$ cat src/rtl/reg_wport_arbiter_pkg.sv
// Shared widths and write-port grant-source encoding for reg_wport_arbiter.
package reg_wport_arbiter_pkg;

    localparam int REG_AW = 5;
    localparam int REG_DW = 32;

    typedef enum logic [1:0] {
        GNT_NONE  = 2'd0,
        GNT_WB    = 2'd1,
        GNT_MC    = 2'd2,
        GNT_GUARD = 2'd3
    } gnt_e;

endpackage

$ cat src/rtl/wport_fifo.sv
// Sync FIFO for multi-cycle results; pushed entry visible at head the cycle after push.
// Backpressure: full blocks push even when popping in the same cycle; pop on empty is ignored.
module wport_fifo #(
    parameter int W     = 37,
    parameter int DEPTH = 2
) (
    input  logic         clk,
    input  logic         rst,
    input  logic         push,
    input  logic [W-1:0] push_dat,
    input  logic         pop,
    output logic         full,
    output logic         empty,
    output logic [W-1:0] head
);
    localparam int PW = $clog2(DEPTH);
    localparam int CW = PW + 1;

    logic [W-1:0]  mem_q [DEPTH];
    logic [PW-1:0] wptr_q, rptr_q;
    logic [CW-1:0] cnt_q;
    logic          do_push, do_pop;

    assign full    = (cnt_q == CW'(DEPTH));
    assign empty   = (cnt_q == '0);
    assign head    = mem_q[rptr_q];
    assign do_push = push && !full;
    assign do_pop  = pop && !empty;

    always_ff @(posedge clk or negedge rst) begin
        if (!rst) begin
            wptr_q <= '0;
            rptr_q <= '0;
            cnt_q  <= '0;
        end else begin
            if (do_push) wptr_q <= wptr_q + PW'(1);
            if (do_pop)  rptr_q <= rptr_q + PW'(1);
            cnt_q <= cnt_q + CW'(do_push) - CW'(do_pop);
        end
    end

    // Storage needs no reset: the count gates every read of it.
    always_ff @(posedge clk) begin
        if (do_push) mem_q[wptr_q] <= push_dat;
    end

endmodule

$ cat src/rtl/reg_wport_arbiter.sv
// Arbitrates the regfile write port between pipeline writeback and buffered multi-cycle results.
// Latency: 1 cycle grant->write; mc_ready drops when the FIFO is full, wb_hold freezes writeback on a guard slot.
module reg_wport_arbiter
    import reg_wport_arbiter_pkg::*;
#(
    parameter int AW     = REG_AW,
    parameter int DW     = REG_DW,
    parameter int DEPTH  = 2,
    parameter int STARVE = 4
) (
    input  logic          clk,
    input  logic          rst,
    input  logic          wb_we,
    input  logic [AW-1:0] wb_waddr,
    input  logic [DW-1:0] wb_wdata,
    output logic          wb_hold,
    input  logic          mc_issue,
    input  logic [AW-1:0] mc_issue_addr,
    input  logic          mc_valid,
    input  logic [AW-1:0] mc_waddr,
    input  logic [DW-1:0] mc_wdata,
    output logic          mc_ready,
    input  logic          rd_en1,
    input  logic          rd_en2,
    input  logic [AW-1:0] rd_addr1,
    input  logic [AW-1:0] rd_addr2,
    output logic          stall,
    output logic          we,
    output logic [AW-1:0] waddr,
    output logic [DW-1:0] wdata,
    output logic          waw_err
);
    localparam int NREG = 1 << AW;
    localparam int SW   = $clog2(STARVE + 1);

    logic             fifo_full, fifo_empty, fifo_push, fifo_pop;
    logic [AW+DW-1:0] fifo_head;
    logic [AW-1:0]    head_addr;
    logic [DW-1:0]    head_data;
    gnt_e             gnt;

    logic [SW-1:0]    starve_q, starve_d;
    logic [NREG-1:0]  busy_q, busy_d;
    logic             we_q, we_d;
    logic [AW-1:0]    waddr_q, waddr_d;
    logic [DW-1:0]    wdata_q, wdata_d;
    logic             waw_q, waw_d;

    wport_fifo #(
        .W     (AW + DW),
        .DEPTH (DEPTH)
    ) u_fifo (
        .clk      (clk),
        .rst      (rst),
        .push     (fifo_push),
        .push_dat ({mc_waddr, mc_wdata}),
        .pop      (fifo_pop),
        .full     (fifo_full),
        .empty    (fifo_empty),
        .head     (fifo_head)
    );

    assign {head_addr, head_data} = fifo_head;
    assign mc_ready  = !fifo_full;
    assign fifo_push = mc_valid && !fifo_full;

    always_comb begin
        gnt = GNT_NONE;
        if (!fifo_empty && starve_q == SW'(STARVE)) begin
            gnt = GNT_GUARD;
        end else if (wb_we && wb_waddr != '0) begin
            gnt = GNT_WB;
        end else if (!fifo_empty) begin
            gnt = GNT_MC;
        end
    end

    assign fifo_pop = (gnt == GNT_GUARD) || (gnt == GNT_MC);
    assign wb_hold  = (gnt == GNT_GUARD);
    assign stall    = (rd_en1 && busy_q[rd_addr1]) || (rd_en2 && busy_q[rd_addr2]);

    always_comb begin
        we_d    = 1'b0;
        waddr_d = waddr_q;
        wdata_d = wdata_q;
        case (gnt)
            GNT_WB: begin
                we_d    = 1'b1;
                waddr_d = wb_waddr;
                wdata_d = wb_wdata;
            end
            GNT_MC, GNT_GUARD: begin
                // r0 results drain out of the FIFO without touching the regfile.
                we_d    = (head_addr != '0);
                waddr_d = head_addr;
                wdata_d = head_data;
            end
            default: ;
        endcase
    end

    always_comb begin
        starve_d = starve_q;
        if (fifo_empty || fifo_pop) begin
            starve_d = '0;
        end else if (starve_q != SW'(STARVE)) begin
            starve_d = starve_q + SW'(1);
        end
    end

    always_comb begin
        busy_d = busy_q;
        if (fifo_pop) busy_d[head_addr] = 1'b0;
        // Issue applied after the drain clear so a re-issue to the same register stays busy.
        if (mc_issue) busy_d[mc_issue_addr] = 1'b1;
        busy_d[0] = 1'b0;
    end

    assign waw_d = waw_q || ((gnt == GNT_WB) && busy_q[wb_waddr]);

    always_ff @(posedge clk or negedge rst) begin
        if (!rst) begin
            starve_q <= '0;
            busy_q   <= '0;
            we_q     <= 1'b0;
            waddr_q  <= '0;
            wdata_q  <= '0;
            waw_q    <= 1'b0;
        end else begin
            starve_q <= starve_d;
            busy_q   <= busy_d;
            we_q     <= we_d;
            waddr_q  <= waddr_d;
            wdata_q  <= wdata_d;
            waw_q    <= waw_d;
        end
    end

    assign we      = we_q;
    assign waddr   = waddr_q;
    assign wdata   = wdata_q;
    assign waw_err = waw_q;

endmodule

$ cat config.mk
export PLATFORM = sky130hd
export DESIGN_NAME = reg_wport_arbiter
export DESIGN_NICKNAME = d
export VERILOG_FILES = /design/src/rtl/reg_wport_arbiter_pkg.sv /design/src/rtl/wport_fifo.sv /design/src/rtl/reg_wport_arbiter.sv
export SDC_FILE = /design/constraint.sdc
export NUM_CORES = 1
export LEC_CHECK = 0
export BUFFER_PORTS_ARGS = -buffer_cell sky130_fd_sc_hd__buf_4
export CAP_MARGIN = 20
export CORE_ASPECT_RATIO = 0.6
export CORE_UTILIZATION = 55
export DETAILED_ROUTE_END_ITERATION = 8
export PLACE_DENSITY = 0.77
export SLEW_MARGIN = 25
export SYNTH_ARGS = -nofsm -noshare
export SYNTH_HDL_FRONTEND = slang
export SYNTH_SLANG_ARGS = --single-unit
$ cat constraint.sdc
create_clock -name clk -period 3.3 [get_ports clk]
set_input_delay 0.495 -clock clk [delete_from_list [all_inputs] [get_ports clk]]
set_output_delay 0.495 -clock clk [all_outputs]
set_load 0.01 [all_outputs]
==> key figures, run 1 <==
Global routing
  • Remaining global-route overflow: 0
  • Vias in the first global route: 5,098
  • First-pass GRT wire length: 28.0 mm
  • Maximum number of pins on one net before global-route repair: 78
  • GRT Overall Usage: 29.4%
  • Number of antenna violations at the first check in global routing: 0

Hold path
  • Worst hold-check path type: input port to async pin

Layout
  • Core occupancy in the finished layout: 70.9%
  • Final-layout fill cell count: 875
  • Layout cell share with drive strength beyond 1: 30.6%
  • Number of inserted diodes: 0
  • Final layout net count: 786
  • Synthesis-to-layout area growth: 24.2%

Worst setup path
  • Timing startpoint of the critical path: busy_q[27]
  • Data required time at the worst endpoint: 2800 ps
  • Worst R2R Start: u_fifo.rptr_q
  • Peak per-stage delay on the critical path: 490 ps
  • Library cell contributing the largest single delay on the critical path: sky130_fd_sc_hd__mux4_2
  • CP cell instances: mux4_2 -> o311ai_1 -> a211oi_1 -> a21oi_1 -> nand3_1 -> buf_4
  • Startpoint class of the critical path: flop
  • Endpoint type of the worst setup path: output port
  • Combined buffer and inverter count along the critical path: 1
  • Critical path class: flop to output port
  • Highest net fanout along the worst path: 4
  • CP Data Arrival Time: 2050 ps
  • Cell type group with the largest total delay on the critical path: multiplexers

Yosys
  • Synthesized instance count: 559
  • Most used standard cell by instance count after synthesis: sky130_fd_sc_hd__o21ai_1
  • Share of the yosys chip area belonging to registers: 59.7%
  • Number of synthesis warnings: 0
  • Mapped Area: 6950 um^2
  • Number of flip-flops and latches in the synthesized netlist: 151
  • Netlist cell types: 49
  • Biggest area contributors in the synthesized netlist: sky130_fd_sc_hd__edfxtp_1 32%, sky130_fd_sc_hd__dfrtp_1 28%, sky130_fd_sc_hd__mux4_2 6.8%
  • Cell taking the most area after synthesis: sky130_fd_sc_hd__edfxtp_1
  • Most numerous cell types in the synthesized netlist: 90 x sky130_fd_sc_hd__o21ai_1, 77 x sky130_fd_sc_hd__dfrtp_1, 74 x sky130_fd_sc_hd__edfxtp_1
  • Post-synth EDFFs: 74
  • Area share of the largest cell type after synthesis: 32.0%
  • Nets in the synthesized netlist: 659
  • Average footprint of a synthesized cell: 12.4 um^2
  • Async set or reset register ratio after synthesis: 51.0%
  • Most common flop cell mapped by yosys: sky130_fd_sc_hd__dfrtp_1

Detailed routing
  • DR iter-0 viols: 447
  • Antenna-violating nets left: 0
  • Total via count after detailed routing: 5,273
  • Final routed DRC violation total: 0
  • Wirelength per Cell: 21.2 um
  • Routed via count divided by cell count: 6.10
  • Total wire length after detailed routing: 18.3 mm
  • Router iterations before antenna repair: 6

Timing
  • Clock Skews: 5.38 ps
  • Final Max Slew Viols: 0
  • Final min period: 2540 ps
  • Final setup TNS: 0 ps
  • Min setup slack post-route: 755 ps
  • Setup repair after global routing missed its margin: no
  • FMAX: 393 MHz
  • Slew @ Worst Pin: 917 ps
  • Final hold violation count: 0
  • Fraction of the cycle the final worst path needs: 77.1%
  • Max transition margin: 38.9%
  • Count of final setup violators: 0
  • Hold_ws: 91.7 ps

CTS
  • Hold_buf cts: 0
  • Clk pin slew, worst setup/hold paths: 60 ps
  • Post_cts resized: 0
  • TritonCTS Sinks: 151
  • Max clock buf depth: 2
  • Setup bufs post-CTS: 0
  • Insertion delay of the later-clocked pin in the worst-skew pair: 430 ps
  • Number of buffers created by CTS: 17
  • Clk root buf: sky130_fd_sc_hd__clkbuf_16
  • TritonCTS clock tree: yes
  • H-tree levels: 4

Die
  • Placeable core region: 12,200 um^2
  • Area enclosed by the die boundary: 13,100 um^2
  • IO Pins: 138
  • Starting utilization of the core area: 57.1%
  • Die extent in y: 89.1 um
  • Chip Width: 147 um
  • Number of core rows: 31

Placement
  • Number of input and output port buffers inserted: 137
  • Placer Congestion: 0.991
  • Estimated wirelength of the detail-placed design: 12.9 mm
  • Post-placement worst setup slack: 838 ps

Power
  • Static leakage: 0.00350 uW
  • Maximum ir drop on the vdd rail: 0.415 mV
  • Total design power: 7780 uW
  • Power density normalized to cell area: 900 nW/um^2

Run
  • Max-cap violations: 0

Run status
  • Status: finished clean
## worst reg2reg max path, cell delays in order, from the launching register on
cell and delay [ps]:
sky130_fd_sc_hd__dfrtp_2 650, sky130_fd_sc_hd__mux2i_1 600, sky130_fd_sc_hd__and2_1 230, sky130_fd_sc_hd__nand2_1 150
sky130_fd_sc_hd__o21ai_0 610, sky130_fd_sc_hd__nand2_1 120
## flip-flops by register name, indices dropped and copies added, names as in the netlist
signal	cells
waddr	5
u_fifo.rptr_q	1
we	1
u_fifo.cnt_q	2
u_fifo.mem_q	74
waw_err	1
starve_q	3
wdata	32
u_fifo.wptr_q	1
busy_q	31
## metrics by stage
step | cell area, um^2 | std cells
2_1_floorplan | 6950 | 559
3_3_place_gp | 8060 | 832
3_5_place_dp | 8060 | 832
4_1_cts | 8640 | 864
5_1_grt | 8640 | 864
6_report | 8640 | 864
## placed cells by master, fill, tap and decap left out, drive strengths merged, types with 3 or more instances in the layout
| cell type | instances |
|---|---|
| edfxtp | 74 |
| nor3 | 5 |
| clkinv | 7 |
| o41ai | 6 |
| ha | 4 |
| inv | 16 |
| mux2i | 46 |
| clkbuf | 17 |
| nand4 | 3 |
| mux4 | 21 |
| nand3b | 6 |
| or2 | 3 |
| nor2 | 9 |
| nand2 | 48 |
| mux2 | 5 |
| dfrtp | 77 |
| o21ai | 124 |
| a22oi | 4 |
| xnor2 | 5 |
| nand3 | 42 |
| a21oi | 4 |
| and2 | 3 |
| buf | 144 |
## where the power goes
group / leakage [uW] / switching (uW) / total [uW] / internal (uW)
Combinational: 0.00163 / 1390 / 2600 / 1210
Clock: 0.000276 / 827 / 1880 / 1060
Sequential: 0.00160 / 609 / 3300 / 2690
Total: 0.00350 / 2830 / 7780 / 4950
## per-layer routing
metal	part of all wire, %	vias up	global-route usage [%]
met4	1.6	0	11.0
met5	0	-	0
li1	-	2372	-
met2	43	281	41.9
met1	43	2587	41.0
met3	12	33	11.6
## final timing paths
kind                                 endpoint  cells after the start  slack [ps]
setup / recovery                        stall                      6         760
hold / removal                    starve_q[2]                      1          90
setup reg to reg                           we                      5         800
hold reg to reg                   starve_q[0]                      1         470
max in group asynchronous       u_fifo.rptr_q                      1        2680
min in group clk           u_fifo.mem_q[0][7]                      1         250
## area by class of cell
class                      count  area, um^2  share of cell area, %
timing repair buffer         144        1100                   12.7
multi-input combinational    361        2570                   29.8
sequential                   151        4150                   48.0
clock buffer                  17         425                   4.92
inverter                      11        42.5                  0.492
tap                          165         206                   2.39
clock inverter                15         146                   1.69
## logic make-up (layout without fill, tap and decap cells)
family                   Yosys count  count (layout)  synth area share, %
AND/OR/NAND/NOR                  131             131                 9.36
multiplexers                      72              72                 14.2
flip-flops                       151             151                 59.7
AO/OA/AOI/OAI                    149             149                 11.8
adder cells (fa/ha/maj)            4               4                0.720
buffers and inverters             47             187                 3.63
XOR/XNOR                           5               5                0.630
Power figures use the tool's default switching activity.
==> run 2, diff against run 1 <==
- CORE_UTILIZATION: 55 -> 50
- PLACE_DENSITY: 0.77 -> 0.73
- clock period: 3.3 -> 2.2 ns (I/O delays scaled with it)
==> run 2 against run 1 <==
  * The flow now finishes with violations (setup timing)
  * Non-clock buffer count up 13
  * Clock-buffer cell count unchanged
  * First-iteration DRC count down 4.5%
  * Clock power up 57%
  * Via count down 1.4%
  * Critical path depth unchanged
  * Worst setup slack worse by 890 ps
  * Die area up 9.8%
  * Hold slack worse by 4.9 ps
  * Power up 52%
  * Register-to-register slack worse by 630 ps
  * Critical path type unchanged
==> key figures, run 2 (same netlist as run 1, synthesis figures left out) <==
Run status
  • Status: complete, but fails checks
  • Violations in the final reports: setup timing

Placement
  • Placer Congestion: 0.991
  • Estimated wirelength of the detail-placed design: 12.8 mm
  • Post-placement worst setup slack: 64.3 ps
  • Number of input and output port buffers inserted: 137
  • Post-place instance area: 8210 um^2

Die
  • Die extent in y: 93.4 um
  • Placeable core region: 13,200 um^2
  • Starting utilization of the core area: 52.6%
  • Area enclosed by the die boundary: 14,400 um^2
  • Chip Width: 154 um
  • Number of core rows: 32
  • IO Pins: 138

Detailed routing
  • Met1 WL: 7.93 mm
  • Routed via count divided by cell count: 5.89
  • Sum of met3 wire segment lengths after detailed routing: 1.72 mm
  • Total via count after detailed routing: 5,197
  • Wirelength per Cell: 19.7 um
  • Uppermost routed layer: met4
  • Antenna-violating nets left: 0
  • DR iter-0 viols: 427
  • Final routed DRC violation total: 0
  • Total wire length after detailed routing: 17.4 mm
  • Router iterations before antenna repair: 5
  • Met2 WL: 7.55 mm

Timing
  • Final Max Slew Viols: 0
  • Final hold violation count: 0
  • Count of final setup violators: 1
  • FMAX: 428 MHz
  • Max transition margin: 60.8%
  • Min setup slack post-route: -135 ps
  • Slew @ Worst Pin: 585 ps
  • Setup repair after global routing missed its margin: yes
  • Fraction of the cycle the final worst path needs: 106%
  • Final min period: 2330 ps
  • Clock Skews: 10.3 ps
  • Hold_ws: 86.9 ps

Worst setup path
  • Library cell contributing the largest single delay on the critical path: sky130_fd_sc_hd__mux4_2
  • Peak per-stage delay on the critical path: 500 ps
  • Highest net fanout along the worst path: 3
  • Critical path class: flop to output port
  • RR Endpoint: busy_q[11]
  • Data required time at the worst endpoint: 1870 ps
  • Endpoint type of the worst setup path: output port
  • Cell count of the worst reg-to-reg path: 5
  • Startpoint class of the critical path: flop
  • Worst R2R Start: u_fifo.rptr_q
  • CP cell instances: mux4_2 -> o311ai_2 -> a211oi_1 -> a21oi_1 -> nand3_1 -> buf_4
  • R2R setup slack: 170 ps
  • CP Data Arrival Time: 2000 ps

CTS
  • Clk root buf: sky130_fd_sc_hd__clkbuf_16
  • Setup bufs post-CTS: 0
  • TritonCTS Sinks: 151
  • Max clock buf depth: 2
  • TritonCTS clock tree: yes
  • H-tree levels: 4
  • Clk pin slew, worst setup/hold paths: 70 ps
  • Number of buffers created by CTS: 17
  • Insertion delay of the later-clocked pin in the worst-skew pair: 420 ps

Layout
  • Final layout net count: 799
  • Number of inserted diodes: 0
  • Core occupancy in the finished layout: 66.8%
  • Combined flip-flop and latch cell area: 4150 um^2
  • Most common cell after layout, fill and taps aside: sky130_fd_sc_hd__buf_4
  • Synthesis-to-layout area growth: 27.0%
  • Layout cell share with drive strength beyond 1: 32.0%
  • Register with the most flip-flops: u_fifo.mem_q
  • Most frequent cells in the layout: 151 x sky130_fd_sc_hd__buf_4, 90 x sky130_fd_sc_hd__o21ai_1, 76 x sky130_fd_sc_hd__dfrtp_1, 74 x sky130_fd_sc_hd__edfxtp_1, 47 x sky130_fd_sc_hd__nand2_1
  • Max FFs per register: 74
  • Final-layout fill cell count: 975
  • Post-route cell area: 8830 um^2
  • Multi-input combinational cell area: 2580 um^2

Global routing
  • First-pass GRT wire length: 27.8 mm
  • Number of antenna violations at the first check in global routing: 0
  • GRT Overall Usage: 25.9%
  • Vias in the first global route: 5,113
  • Maximum number of pins on one net before global-route repair: 65
  • Remaining global-route overflow: 0

Hold path
  • Hold Path End: u_fifo.mem_q[1][7]
  • Hold Startpoint: mc_wdata[7]
  • Number of cells on the worst hold path: 1
  • Worst hold-check path type: input port to flop

Power
  • Static leakage: 0.00360 uW
  • Maximum ir drop on the vdd rail: 0.608 mV
  • Total design power: 11,800 uW
  • Power density normalized to cell area: 1340 nW/um^2

Run
  • Max-cap violations: 0
[run 2: changes by cell type in the layout (fill, tap and decap cells not counted), sizes merged]
| cell | delta |
|---|---|
| buf | +12 |
| inv | +4 |
| clkinv | -3 |
| clkinvlp | -1 |
| dlygate4sd3 | +1 |
[run 2: worst max-delay path by stage]
stage / start / endpoint / slack (ps) / depth (start not counted)
2_1_floorplan: u_fifo.cnt_q[1] / u_fifo.mem_q[0][0] / 170 / 3
3_3_place_gp: wb_waddr[2] / busy_q[4] / 110 / 7
3_5_place_dp: wb_waddr[2] / busy_q[27] / 60 / 7
4_1_cts: busy_q[27] / stall / -150 / 6
5_1_grt: busy_q[27] / stall / -230 / 6
6_report: busy_q[27] / stall / -130 / 6
[run 2: worst max-delay path: cells and delay by family (launching register included)]
family                 cells  cell delay [ps]
multiplexers               1              500
buffers and inverters      1              140
AND/OR/NAND/NOR            1               90
AO/OA/AOI/OAI              3              430
flip-flops                 1              440
[run 2: report_power, final]
part	total [uW]	internal (uW)	switching (uW)
sequential	4850	4030	822
combinational	4000	1940	2060
clock	2950	1630	1310
total	11800	7600	4200
[run 2: routing by layer]
metal	track usage, %	vias to the layer above
li1	-	2408
met3	7.60	21
met4	7.67	0
met1	38.2	2530
met2	37.1	238
met5	0	-
[run 2: cell type report]
class                           count  share of cell area, %
Timing Repair Buffer              157                   14.1
Inverter                           11                  0.482
Multi-Input combinational cell    361                   29.2
Tap cell                          170                   2.41
Clock buffer                       17                   4.82
Sequential cell                   151                   47.0
Clock inverter                     15                   2.03
[run 2: timing repair]
item | 4_1_cts | 5_1_grt
hold buffers | 1 | 0
gates resized for setup | 1 | 0
setup endpoints to repair | 1 | 1
endpoints found under the hold margin | 36 | 0
[run 2: per-stage QoR]
| stage | std cells | setup TNS, ps |
|---|---|---|
| final | 882 | -135 |
| after CTS | 882 | -151 |
| after global placement | 849 | 0 |
| after global routing | 882 | -234 |
| after detailed placement | 849 | 0 |
| after floorplan | 559 | 0 |
